## config.mk

```make
export PLATFORM = sky130hd
export DESIGN_NAME = io_read_port_buffer_flat
export DESIGN_NICKNAME = d
export VERILOG_FILES = /design/src/rtl/io_read_port_buffer_pkg.sv /design/src/rtl/io_read_port_buffer_if.sv /design/src/rtl/io_read_port_buffer_fifo2.sv /design/src/rtl/io_read_port_buffer.sv /design/src/flat_wrapper.sv
export SDC_FILE = /design/constraint.sdc
export NUM_CORES = 1
export LEC_CHECK = 0
export CAP_MARGIN = 10
export CORE_ASPECT_RATIO = 1.75
export CORE_MARGIN = 2
export CORE_UTILIZATION = 56
export DETAILED_ROUTE_END_ITERATION = 10
export PLACE_DENSITY = 0.81
export SLEW_MARGIN = 30
export SYNTH_ARGS = -nofsm -noshare
export SYNTH_HDL_FRONTEND = slang
export SYNTH_SLANG_ARGS = --single-unit
```

## constraint.sdc

```tcl
create_clock -name clock -period 2.6 [get_ports clock]
set_clock_uncertainty 0.05 [all_clocks]
set_input_delay 0.65 -clock clock [delete_from_list [all_inputs] [get_ports clock]]
set_output_delay 0.65 -clock clock [all_outputs]
set_load 0.05 [all_outputs]
```

## src/rtl/io_read_port_buffer_pkg.sv

```systemverilog
// rtl/io_read_port_buffer_pkg.sv - shared constants, count encoding and clog2 for the read port buffer
package io_read_port_buffer_pkg;

  localparam logic FULL  = 1'b1;
  localparam logic EMPTY = 1'b0;
  localparam logic TRUE  = 1'b1;
  localparam logic FALSE = 1'b0;

  typedef enum logic [1:0] {
    CNT_EMPTY = 2'd0,
    CNT_ONE   = 2'd1,
    CNT_TWO   = 2'd2
  } fifo_cnt_e;

  function automatic int clog2(input int n);
    int w;
    w = 0;
    for (int k = 0; k < 32; k++) begin
      if ((1 << w) < n) w = w + 1;
    end
    return w;
  endfunction

endpackage

```

## src/rtl/io_read_port_buffer_if.sv

```systemverilog
// rtl/io_read_port_buffer_if.sv - producer and read-port bus bundle for io_read_port_buffer
interface io_read_port_buffer_if #(
  parameter int WORD_WIDTH = 36,
  parameter int ADDR_WIDTH = 10,
  parameter int PORT_COUNT = 4
);
  logic [PORT_COUNT*WORD_WIDTH-1:0] in_data;
  logic [PORT_COUNT-1:0]            in_valid;
  logic [PORT_COUNT-1:0]            in_ready;
  logic [PORT_COUNT-1:0]            port_EF;
  logic                             rd_en;
  logic [ADDR_WIDTH-1:0]            rd_addr;
  logic [WORD_WIDTH-1:0]            rd_data;
  logic                             rd_data_valid;
  logic                             rd_underflow;

  modport master (
    output in_data, in_valid, rd_en, rd_addr,
    input  in_ready, port_EF, rd_data, rd_data_valid, rd_underflow
  );

  modport slave (
    input  in_data, in_valid, rd_en, rd_addr,
    output in_ready, port_EF, rd_data, rd_data_valid, rd_underflow
  );
endinterface

```

## src/rtl/io_read_port_buffer_fifo2.sv

```systemverilog
// rtl/io_read_port_buffer_fifo2.sv - two-entry per-port FIFO (io_port_fifo2) with registered ready and EF
module io_port_fifo2
  import io_read_port_buffer_pkg::*;
#(
  parameter int WORD_WIDTH = 36
) (
  input  logic                  clock,
  input  logic                  reset_n,
  input  logic [WORD_WIDTH-1:0] i_data,
  input  logic                  i_valid,
  output logic                  o_ready,
  input  logic                  i_pop,
  output logic                  o_nonempty,
  output logic [WORD_WIDTH-1:0] o_head,
  output logic                  o_ef
);

  fifo_cnt_e             r_cnt;
  fifo_cnt_e             w_cnt_nxt;
  logic                  r_wr_ptr;
  logic                  r_rd_ptr;
  logic [WORD_WIDTH-1:0] r_mem [2];
  logic                  r_in_ready;
  logic                  r_ef;
  logic                  w_push;
  logic                  w_pop;

  assign w_push     = i_valid & r_in_ready;
  assign w_pop      = i_pop & (r_cnt != CNT_EMPTY);
  assign o_nonempty = (r_cnt != CNT_EMPTY);
  assign o_head     = r_mem[r_rd_ptr];
  assign o_ready    = r_in_ready;
  assign o_ef       = r_ef;

  always_ff @(posedge clock or negedge reset_n) begin
    if (!reset_n) r_cnt <= CNT_EMPTY;
    else          r_cnt <= w_cnt_nxt;
  end

  // Push with pop on ONE keeps the count; TWO never sees a push since ready is low.
  always_comb begin
    w_cnt_nxt = r_cnt;
    case ({w_push, w_pop})
      2'b10: begin
        case (r_cnt)
          CNT_EMPTY: w_cnt_nxt = CNT_ONE;
          CNT_ONE:   w_cnt_nxt = CNT_TWO;
          default:   w_cnt_nxt = r_cnt;
        endcase
      end
      2'b01: begin
        case (r_cnt)
          CNT_TWO: w_cnt_nxt = CNT_ONE;
          CNT_ONE: w_cnt_nxt = CNT_EMPTY;
          default: w_cnt_nxt = r_cnt;
        endcase
      end
      default: w_cnt_nxt = r_cnt;
    endcase
  end

  always_ff @(posedge clock or negedge reset_n) begin
    if (!reset_n) begin
      r_wr_ptr   <= 1'b0;
      r_rd_ptr   <= 1'b0;
      r_mem[0]   <= '0;
      r_mem[1]   <= '0;
      r_in_ready <= FALSE;
      r_ef       <= EMPTY;
    end else begin
      if (w_push) begin
        r_mem[r_wr_ptr] <= i_data;
        r_wr_ptr        <= ~r_wr_ptr;
      end
      if (w_pop) r_rd_ptr <= ~r_rd_ptr;
      r_in_ready <= (w_cnt_nxt == CNT_TWO) ? FALSE : TRUE;
      r_ef       <= (w_cnt_nxt != CNT_EMPTY) ? FULL : EMPTY;
    end
  end

endmodule

```

## src/rtl/io_read_port_buffer.sv

```systemverilog
// rtl/io_read_port_buffer.sv - per-port input FIFOs with address-decoded read pop and underflow flag
module io_read_port_buffer
  import io_read_port_buffer_pkg::*;
#(
  parameter int WORD_WIDTH      = 36,
  parameter int ADDR_WIDTH      = 10,
  parameter int PORT_COUNT      = 4,
  parameter int PORT_BASE_ADDR  = 0,
  parameter int PORT_ADDR_WIDTH = (clog2(PORT_COUNT) < 1) ? 1 : clog2(PORT_COUNT)
) (
  input logic                  clock,
  input logic                  reset_n,
  io_read_port_buffer_if.slave bus
);

  localparam logic [ADDR_WIDTH:0]      BASE_EXT  = (ADDR_WIDTH+1)'(PORT_BASE_ADDR);
  localparam logic [ADDR_WIDTH:0]      LIMIT_EXT = (ADDR_WIDTH+1)'(PORT_BASE_ADDR + PORT_COUNT);
  localparam logic [PORT_ADDR_WIDTH-1:0] BASE_LO = PORT_ADDR_WIDTH'(PORT_BASE_ADDR);

  logic [WORD_WIDTH-1:0]      w_head [PORT_COUNT];
  logic [PORT_COUNT-1:0]      w_nonempty;
  logic [PORT_COUNT-1:0]      w_pop;
  logic [PORT_COUNT-1:0]      w_ready;
  logic [PORT_COUNT-1:0]      w_ef;
  logic [ADDR_WIDTH:0]        w_addr_ext;
  logic                       w_hit;
  logic                       w_rd_hit;
  logic [PORT_ADDR_WIDTH-1:0] w_idx;
  logic                       w_sel_nonempty;
  logic [WORD_WIDTH-1:0]      w_sel_head;
  logic                       w_pop_any;
  logic                       w_underflow;
  logic [WORD_WIDTH-1:0]      r_rd_data;
  logic                       r_rd_data_valid;
  logic                       r_rd_underflow;

  // Range check uses an extra bit so BASE+PORT_COUNT cannot wrap past the top of the address space.
  assign w_addr_ext = {1'b0, bus.rd_addr};
  assign w_hit      = (w_addr_ext >= BASE_EXT) && (w_addr_ext < LIMIT_EXT);
  assign w_rd_hit   = bus.rd_en & w_hit;
  assign w_idx      = bus.rd_addr[PORT_ADDR_WIDTH-1:0] - BASE_LO;

  always_comb begin
    w_sel_nonempty = 1'b0;
    w_sel_head     = '0;
    for (int i = 0; i < PORT_COUNT; i++) begin
      if (w_idx == PORT_ADDR_WIDTH'(i)) begin
        w_sel_nonempty = w_nonempty[i];
        w_sel_head     = w_head[i];
      end
    end
  end

  assign w_pop_any   = w_rd_hit & w_sel_nonempty;
  assign w_underflow = w_rd_hit & ~w_sel_nonempty;

  for (genvar g = 0; g < PORT_COUNT; g++) begin : g_port
    assign w_pop[g] = w_rd_hit & (w_idx == PORT_ADDR_WIDTH'(g)) & w_nonempty[g];

    io_port_fifo2 #(.WORD_WIDTH(WORD_WIDTH)) u_fifo (
      .clock      (clock),
      .reset_n    (reset_n),
      .i_data     (bus.in_data[g*WORD_WIDTH +: WORD_WIDTH]),
      .i_valid    (bus.in_valid[g]),
      .o_ready    (w_ready[g]),
      .i_pop      (w_pop[g]),
      .o_nonempty (w_nonempty[g]),
      .o_head     (w_head[g]),
      .o_ef       (w_ef[g])
    );
  end

  always_ff @(posedge clock or negedge reset_n) begin
    if (!reset_n) begin
      r_rd_data       <= '0;
      r_rd_data_valid <= 1'b0;
      r_rd_underflow  <= 1'b0;
    end else begin
      if (w_pop_any) r_rd_data <= w_sel_head;
      r_rd_data_valid <= w_pop_any;
      r_rd_underflow  <= w_underflow;
    end
  end

  assign bus.in_ready      = w_ready;
  assign bus.port_EF       = w_ef;
  assign bus.rd_data       = r_rd_data;
  assign bus.rd_data_valid = r_rd_data_valid;
  assign bus.rd_underflow  = r_rd_underflow;

endmodule

```

## src/flat_wrapper.sv

```systemverilog
// flat-port wrapper written by rule: the top's interface ports become plain ports
module io_read_port_buffer_flat import io_read_port_buffer_pkg::*;
#(
  parameter int WORD_WIDTH      = 36,
  parameter int ADDR_WIDTH      = 10,
  parameter int PORT_COUNT      = 4,
  parameter int PORT_BASE_ADDR  = 0,
  parameter int PORT_ADDR_WIDTH = (clog2(PORT_COUNT) < 1) ? 1 : clog2(PORT_COUNT)
)
  (clock, reset_n, bus_in_data, bus_in_valid, bus_rd_en, bus_rd_addr, bus_in_ready, bus_port_EF, bus_rd_data, bus_rd_data_valid, bus_rd_underflow);
  io_read_port_buffer_if #(.WORD_WIDTH(WORD_WIDTH), .ADDR_WIDTH(ADDR_WIDTH), .PORT_COUNT(PORT_COUNT)) bus_i ();
  input logic clock;
  input logic reset_n;
  input wire logic [$bits(bus_i.in_data)-1:0] bus_in_data;
  input wire logic [$bits(bus_i.in_valid)-1:0] bus_in_valid;
  input wire logic [$bits(bus_i.rd_en)-1:0] bus_rd_en;
  input wire logic [$bits(bus_i.rd_addr)-1:0] bus_rd_addr;
  output wire logic [$bits(bus_i.in_ready)-1:0] bus_in_ready;
  output wire logic [$bits(bus_i.port_EF)-1:0] bus_port_EF;
  output wire logic [$bits(bus_i.rd_data)-1:0] bus_rd_data;
  output wire logic [$bits(bus_i.rd_data_valid)-1:0] bus_rd_data_valid;
  output wire logic [$bits(bus_i.rd_underflow)-1:0] bus_rd_underflow;
  assign bus_i.in_data = bus_in_data;
  assign bus_i.in_valid = bus_in_valid;
  assign bus_i.rd_en = bus_rd_en;
  assign bus_i.rd_addr = bus_rd_addr;
  assign bus_in_ready = bus_i.in_ready;
  assign bus_port_EF = bus_i.port_EF;
  assign bus_rd_data = bus_i.rd_data;
  assign bus_rd_data_valid = bus_i.rd_data_valid;
  assign bus_rd_underflow = bus_i.rd_underflow;
  io_read_port_buffer #(.WORD_WIDTH(WORD_WIDTH), .ADDR_WIDTH(ADDR_WIDTH), .PORT_COUNT(PORT_COUNT), .PORT_BASE_ADDR(PORT_BASE_ADDR), .PORT_ADDR_WIDTH(PORT_ADDR_WIDTH)) u_core (.clock(clock), .reset_n(reset_n), .bus(bus_i));
endmodule
```

# Yosys cells after proc, flatten, opt, wreduce, memory -nomap -nowiden
# Index checks and enable logic that the tools add are counted.
op_classes:
  n_lt_le_gt_ge: 14
  n_eq_ne: 23
  mux: 52
  n_bitwise: 36
  reduce_logical: 18
ops:
  columns: ["cell", "count"]
  rows:
  - ["36-bit 2-to-1 mux", 20]
  - ["72-bit bitwise mux", 4]
  - ["36-bit demux with 1-bit select", 4]
  - ["2-bit case mux with 2 select lines", 12]
  - ["2-bit == test, second input constant", 14]
  - ["1-bit AND", 19]
  - ["2-bit by 1-bit == test with 1-bit output, second input constant", 9]
  - ["2-bit >= comparator, second input constant", 8]
  - ["1-bit inverter with 2-bit output", 8]
  - ["2-bit nonzero test", 8]
  - ["1-bit 2-to-1 mux", 12]
  - ["10-bit by 1-bit >= comparator with 1-bit output, second input constant", 1]
  - ["2-bit logical NOT", 5]
  - ["10-bit by 3-bit < comparator with 1-bit output, second input constant", 1]
  - ["1-bit inverter", 9]
  - ["2-bit by 1-bit < comparator with 1-bit output, second input constant", 4]
  - ["1-bit logical AND", 5]
word_totals:
  reg_bits: 350
  inputBits: 161
  output_inout_bits: 46
  elab_cells: 174

# Depth between registers and ports, before layout
depth:
  word_depth: 10
  mapped_depth: 8
  depth_no_buf: 8

# Modules after synthesis
# Synthesis repeated with hierarchy kept, for this count alone.
unflattened:
  cells_unflattened: 1041
  area_unflattened_um2: 16698.5
by_module_without_submodules:
  columns: ["module", "n_inst", "cells_per_inst", "area_each_um2", "seq_area_each_um2"]
  rows:
  - ["io_port_fifo2", 4, 226, 3575.9, 1951.9]
  - ["io_read_port_buffer", 1, 137, 2394.8, 950.9]

# Least setup slack after synthesis
# Ideal clock, no wire load.
synth_timing:
  path_kind: "input -> register"
  from: "input bus_rd_addr[4]"
  to: "register u_core.g_port[1].u_fifo.r_in_ready"
  setup_ns: 0.124
  t_arrival_ns: 2.813
  required_ns: 2.426
  setup_slack_ns: -0.388
  stages: 8
  n_path_buf: 1
  cell_sequence: "or4b_1 > buf_2 > or3_1 > or4b_1 > ha_1 > nor2b_1 > a31oi_1 > nand2_1"
synth_between:
  elab_chain_len: 10
  word_cells_on_any_way: 12
  classes_between: "order compare: 2; eq/ne: 3; mux: 2; bitwise: 4; reduce/logical: 1"
synth_lines:
  columns: ["item", "line_no", "source"]
  rows:
  - ["start: declaration", "flat_wrapper.sv:17", "input wire logic [$bits(bus_i.rd_addr)-1:0] bus_rd_addr;"]
  - ["10-bit by 1-bit >= comparator with 1-bit output / 10-bit by 3-bit < comparator with 1-bit output (equally long branches)", "io_read_port_buffer.sv:39", "assign w_hit = (w_addr_ext >= BASE_EXT) && (w_addr_ext < LIMIT_EXT);"]
  - ["1-bit logical AND *", "io_read_port_buffer.sv:39", null]
  - ["1-bit AND *", "io_read_port_buffer.sv:40", "assign w_rd_hit = bus.rd_en & w_hit;"]
  - ["1-bit AND * (2 in series)", "io_read_port_buffer.sv:58", "assign w_pop[g] = w_rd_hit & (w_idx == PORT_ADDR_WIDTH'(g)) & w_nonempty[g];"]
  - ["1-bit AND *", "io_read_port_buffer_fifo2.sv:29", "assign w_pop = i_pop & (r_cnt != CNT_EMPTY);"]
  - ["2-bit by 1-bit == test with 1-bit output / 2-bit == test (equally long branches)", "io_read_port_buffer_fifo2.sv:43", "case ({w_push, w_pop})"]
  - ["2-bit case mux with 2 select lines *", "io_read_port_buffer_fifo2.sv:43", null]
  - ["via u_core.g_port[1].u_fifo.w_cnt_nxt[1]", "io_read_port_buffer_fifo2.sv:19", "fifo_cnt_e w_cnt_nxt;"]
  - ["2-bit == test *", "io_read_port_buffer_fifo2.sv:76", "r_in_ready <= (w_cnt_nxt == CNT_TWO) ? FALSE : TRUE;"]
  - ["1-bit 2-to-1 mux *", "io_read_port_buffer_fifo2.sv:76", null]
  - ["end signal: assignment", "io_read_port_buffer_fifo2.sv:76", null]
  - ["end: declaration", "io_read_port_buffer_fifo2.sv:23", "logic r_in_ready;"]
# The timed path passes the listed nets; every way through them passes the cells marked *.
# A chain may end at the register's enable or synchronous reset.

# Worst setup path in the final report
layout_timing:
  from: "input bus_rd_addr[4]"
  to: "register u_core.g_port[1].u_fifo.r_ef"
layout_between:
  elab_chain_len: 10
  word_cells_on_any_way: 12
  classes_between: "order compare: 2; eq/ne: 2; mux: 2; bitwise: 4; reduce/logical: 2"
layout_lines:
  columns: ["item", "line_no", "source"]
  rows:
  - ["10-bit by 1-bit >= comparator with 1-bit output / 10-bit by 3-bit < comparator with 1-bit output (equally long branches)", "io_read_port_buffer.sv:39", null]
  - ["1-bit logical AND *", "io_read_port_buffer.sv:39", null]
  - ["1-bit AND *", "io_read_port_buffer.sv:40", null]
  - ["1-bit AND * (2 in series)", "io_read_port_buffer.sv:58", null]
  - ["1-bit AND *", "io_read_port_buffer_fifo2.sv:29", null]
  - ["2-bit by 1-bit == test with 1-bit output / 2-bit == test (equally long branches)", "io_read_port_buffer_fifo2.sv:43", null]
  - ["2-bit case mux with 2 select lines *", "io_read_port_buffer_fifo2.sv:43", null]
  - ["via u_core.g_port[1].u_fifo.w_cnt_nxt[1]", "io_read_port_buffer_fifo2.sv:19", null]
  - ["2-bit nonzero test *", "io_read_port_buffer_fifo2.sv:77", "r_ef <= (w_cnt_nxt != CNT_EMPTY) ? FULL : EMPTY;"]
  - ["1-bit 2-to-1 mux *", "io_read_port_buffer_fifo2.sv:77", null]
  - ["end signal: assignment", "io_read_port_buffer_fifo2.sv:77", null]
  - ["end: declaration", "io_read_port_buffer_fifo2.sv:24", "logic r_ef;"]
# Marked as above.

==> implementation parameters <==
Parameter                              Value

Outcome
  Status    completed

Critical path
  Critical Path RT    3.00 ns
  Crit start category    primary input
  Crit Path Category    in -> reg
  Data arrival time of the critical path    2.99 ns
  Setup slack of the worst register-to-register path    0.26 ns
  Highest net fanout along the worst path    3
  Crit. End Element    flip-flop

Clock tree
  Largest buffer count on any clock path    3
  TritonCTS clock tree    built
  Total CTS buffers    31
  H-tree lvl count    1
  Clock sink count    350
  Clock edge transition at the registers on the reported setup and hold paths    0.07 ns
  Clock insertion delay at the later pin of the skew report    0.56 ns
  Root buffer cell    sky130_fd_sc_hd__clkbuf_16

Synth
  Biggest area contributors in the synthesized netlist    sky130_fd_sc_hd__dfrtp_1 55%, sky130_fd_sc_hd__mux2_2 30%, sky130_fd_sc_hd__o22ai_1 2.8%
  Mean area per synthesized cell    13.9 sq um
  Share of the yosys chip area belonging to registers    54.8%
  Number of warnings reported in the yosys synthesis log    0
  Top cells by count, synth    432 x sky130_fd_sc_hd__mux2_2, 350 x sky130_fd_sc_hd__dfrtp_1, 72 x sky130_fd_sc_hd__o22ai_1, 68 x sky130_fd_sc_hd__clkbuf_1
  Post-synthesis instance area    16000 sq um
  Post-synthesis instance total    1153
  Share of flip-flops with an asynchronous set or reset    100%
  Syn Nets    1334
  Synthesis-stage register bit count    350
  Yosys top cell area share    54.8%
  Number of enable flip-flop cells after synthesis    0
  Synth area leader    sky130_fd_sc_hd__dfrtp_1
  Top FF cell, synth    sky130_fd_sc_hd__dfrtp_1
  Most frequent cell after synthesis    sky130_fd_sc_hd__mux2_2
  Synth unique cells    34

STA
  Final Slew Violations    0
  Post-route clock period utilization    99.5%
  Hold Worst Slack    0.450 ns
  Endpoints failing setup    0
  Slew margin rel.    45.8%
  Achievable frequency    0.387 GHz
  Final critical delay including setup and external delays    2.59 ns
  Worst Max-Slew Pin Slew    0.813 ns
  Final number of hold-violating endpoints    0

Power
  Max VDD drop    746 uV
  Seq pwr share    43.4%
  Net switching power    6.31 mW
  Switching power as a share of total power    29.6%
  Combinational cell fraction of total power    33.7%
  Areal power density over the cells    1070 nW/um^2
  Leakage    8.30 nW
  Part of the total power dissipated in the clock network    22.9%
  Cell internal power dissipation    15.0 mW

Min path
  Path category of the worst min-delay check    reg -> reg

Finish
  Total non-filler cell area in the finished layout    19900 sq um
  Final net count    1520
  Fraction of the core area covered by cells at the end of the flow    71.0%
  Area growth from synthesis to layout    24.4%
  Layout cells sized above 1    41.3%

Floorplan
  Row Count    81
  Top-level I/O count    207
  Die W    132 microns
  Die outline height    227 microns
  Initial Util    57.1%
  Die area    29900 sq um
  Core Box Area    28000 sq um

Global route
  Total grt overflow    0
  Pin count of the biggest net entering global routing    75
  First-pass GRT wire length    62200 microns
  GRT Total Usage    26.6%
  Highest-utilization routing layer at the global route stage    met2
  Met3 track utilization from global routing    3.72%
  Met1 routing resource usage after global routing    29.8%
  Number of global-route vias before repair    11500
  Met2 Use GR    50.3%
  Antenna violations before repair    1

Route
  Total via count in the routed design    10300
  Post-detailed-route DRC marker count    0
  DRT Wirelength    39400 microns
  Drt pass-1 iters    5
  First-iteration detailed-routing DRC count    598
  Via density    5.95
  Routed length per instance    22.7 microns
  Antenna Nets Post-Route    0

Placement
  Final weighted congestion of routability-driven global placement    0.806
  Placed wire-length estimate after detailed placement    26500 microns
  Port buffer count    206
  Placement Cell Area    18700 sq um

Flow run
  Maximum capacitance violations    0
[worst max-delay path, stage by stage]
cell,delay [ns]
sky130_fd_sc_hd__dlygate4sd2_1,0.23
sky130_fd_sc_hd__or4b_4,0.54
sky130_fd_sc_hd__or3_4,0.42
sky130_fd_sc_hd__or4b_4,0.50
sky130_fd_sc_hd__ha_4,0.29
sky130_fd_sc_hd__nor2b_4,0.15
sky130_fd_sc_hd__a31oi_4,0.05
sky130_fd_sc_hd__nand2b_4,0.15
[layout by cell type (no fill, tap or decap), types with 2 or more instances in the layout]
master / n
sky130_fd_sc_hd__mux2_2: 432
sky130_fd_sc_hd__dfrtp_1: 346
sky130_fd_sc_hd__clkdlybuf4s50_1: 198
sky130_fd_sc_hd__o22ai_1: 72
sky130_fd_sc_hd__o41ai_1: 36
sky130_fd_sc_hd__o31ai_1: 36
sky130_fd_sc_hd__clkbuf_16: 31
sky130_fd_sc_hd__inv_1: 21
sky130_fd_sc_hd__nand2_1: 20
sky130_fd_sc_hd__buf_12: 19
sky130_fd_sc_hd__ha_1: 18
sky130_fd_sc_hd__buf_4: 17
sky130_fd_sc_hd__nand2b_1: 11
sky130_fd_sc_hd__clkbuf_8: 11
sky130_fd_sc_hd__nor2b_1: 7
sky130_fd_sc_hd__dlygate4sd2_1: 6
sky130_fd_sc_hd__or2_2: 5
sky130_fd_sc_hd__o21ai_0: 4
sky130_fd_sc_hd__nand3_2: 4
sky130_fd_sc_hd__nor4_1: 4
sky130_fd_sc_hd__xor2_1: 4
sky130_fd_sc_hd__clkinv_2: 4
sky130_fd_sc_hd__bufinv_16: 4
sky130_fd_sc_hd__dfrtp_2: 4
sky130_fd_sc_hd__a31o_2: 3
sky130_fd_sc_hd__clkbuf_1: 3
sky130_fd_sc_hd__or4b_4: 2
sky130_fd_sc_hd__or3_4: 2
sky130_fd_sc_hd__nand3_1: 2
sky130_fd_sc_hd__a31oi_2: 2
sky130_fd_sc_hd__and3_1: 2
sky130_fd_sc_hd__nand2b_2: 2
sky130_fd_sc_hd__or3b_2: 2
sky130_fd_sc_hd__clkinv_4: 2
sky130_fd_sc_hd__buf_6: 2
[power by group through the flow]
stage / logic [mW] / registers (mW) / clock network, mW
after floorplan: 5.25 / 8.99 / 0
after global placement: 6.88 / 9.08 / 0
after CTS: 7.18 / 9.20 / 4.97
after detailed placement: 7.12 / 9.28 / 0
final: 7.19 / 9.25 / 4.89
after global routing: 7.75 / 9.53 / 5.18
[cells by family after synthesis]
family | count (synthesis) | share of synthesized area (%)
multiplexers | 433 | 30.6
AO/OA/AOI/OAI | 156 | 6.99
adder cells (fa/ha/maj) | 20 | 1.57
XOR/XNOR | 4 | 0.219
flip-flops | 350 | 54.8
AND/OR/NAND/NOR | 77 | 2.76
buffers and inverters | 113 | 3.04
[routing by layer]
metal  share of wire (%)  routed length, microns
met2                  54                   21500
met5                   0                       0
met4                 4.1                    1610
met1                  38                   15000
met3                 3.5                    1370
[state kept, by name (all words and copies together) (netlist names)]
register / flops
u_core.g_port.u_fifo.r_mem: 288
u_core.bus.rd_data_valid: 1
u_core.g_port.u_fifo.o_ef: 4
u_core.g_port.u_fifo.r_wr_ptr: 4
u_core.bus.rd_data: 36
u_core.bus.rd_underflow: 1
u_core.g_port.u_fifo.o_ready: 4
u_core.g_port.u_fifo.r_rd_ptr: 4
u_core.g_port.u_fifo.r_cnt: 8
[per-stage QoR]
step / power (mW) / setup WS [ns] / setup TNS, ns / std cells
after floorplan: 14.2 / -0.374 / -1.63 / 1153
after global placement: 16.0 / -0.783 / -27.17 / 1678
after detailed placement: 16.4 / -0.839 / -30.36 / 1678
after CTS: 21.4 / 0.0165 / 0 / 1735
after global routing: 22.5 / -0.00474 / -0.00474 / 1736
final: 21.3 / 0.0129 / 0 / 1736
[layout make-up]
class	count	area, sq um
tap	373	467
inverter	21	78.8
antenna	1	2.50
clock buffer	45	938
sequential	350	8760
clock inverter	11	165
multi-input combinational	690	6850
timing repair buffer	245	2600
fill	1962	8110
[path summary, 6_finish.rpt]
kind	endpoint	startpoint	depth (start not counted)
max in group asynchronous	u_core.g_port[0].u_fifo.r_mem[16]	reset_n	3
setup reg to reg	u_core.bus.rd_data[5]	u_core.g_port[1].u_fifo.r_cnt[1]	6
hold / removal	u_core.g_port[1].u_fifo.r_mem[26]	u_core.g_port[1].u_fifo.r_mem[26]	1
hold reg to reg	u_core.g_port[1].u_fifo.r_mem[26]	u_core.g_port[1].u_fifo.r_mem[26]	1
setup / recovery	u_core.g_port[1].u_fifo.o_ef	bus_rd_addr[4]	8
min in group asynchronous	u_core.g_port[0].u_fifo.r_mem[66]	reset_n	2
[timing repair]
action	4_1_cts	5_1_grt
endpoints found under the setup margin	15	6
pin swaps	5	4
endpoints found under the hold margin	51	0
buffers inserted	0	0
hold buffers	1	0
resized for setup	13	11
Note: power is estimated with default switching activity, not from simulation.
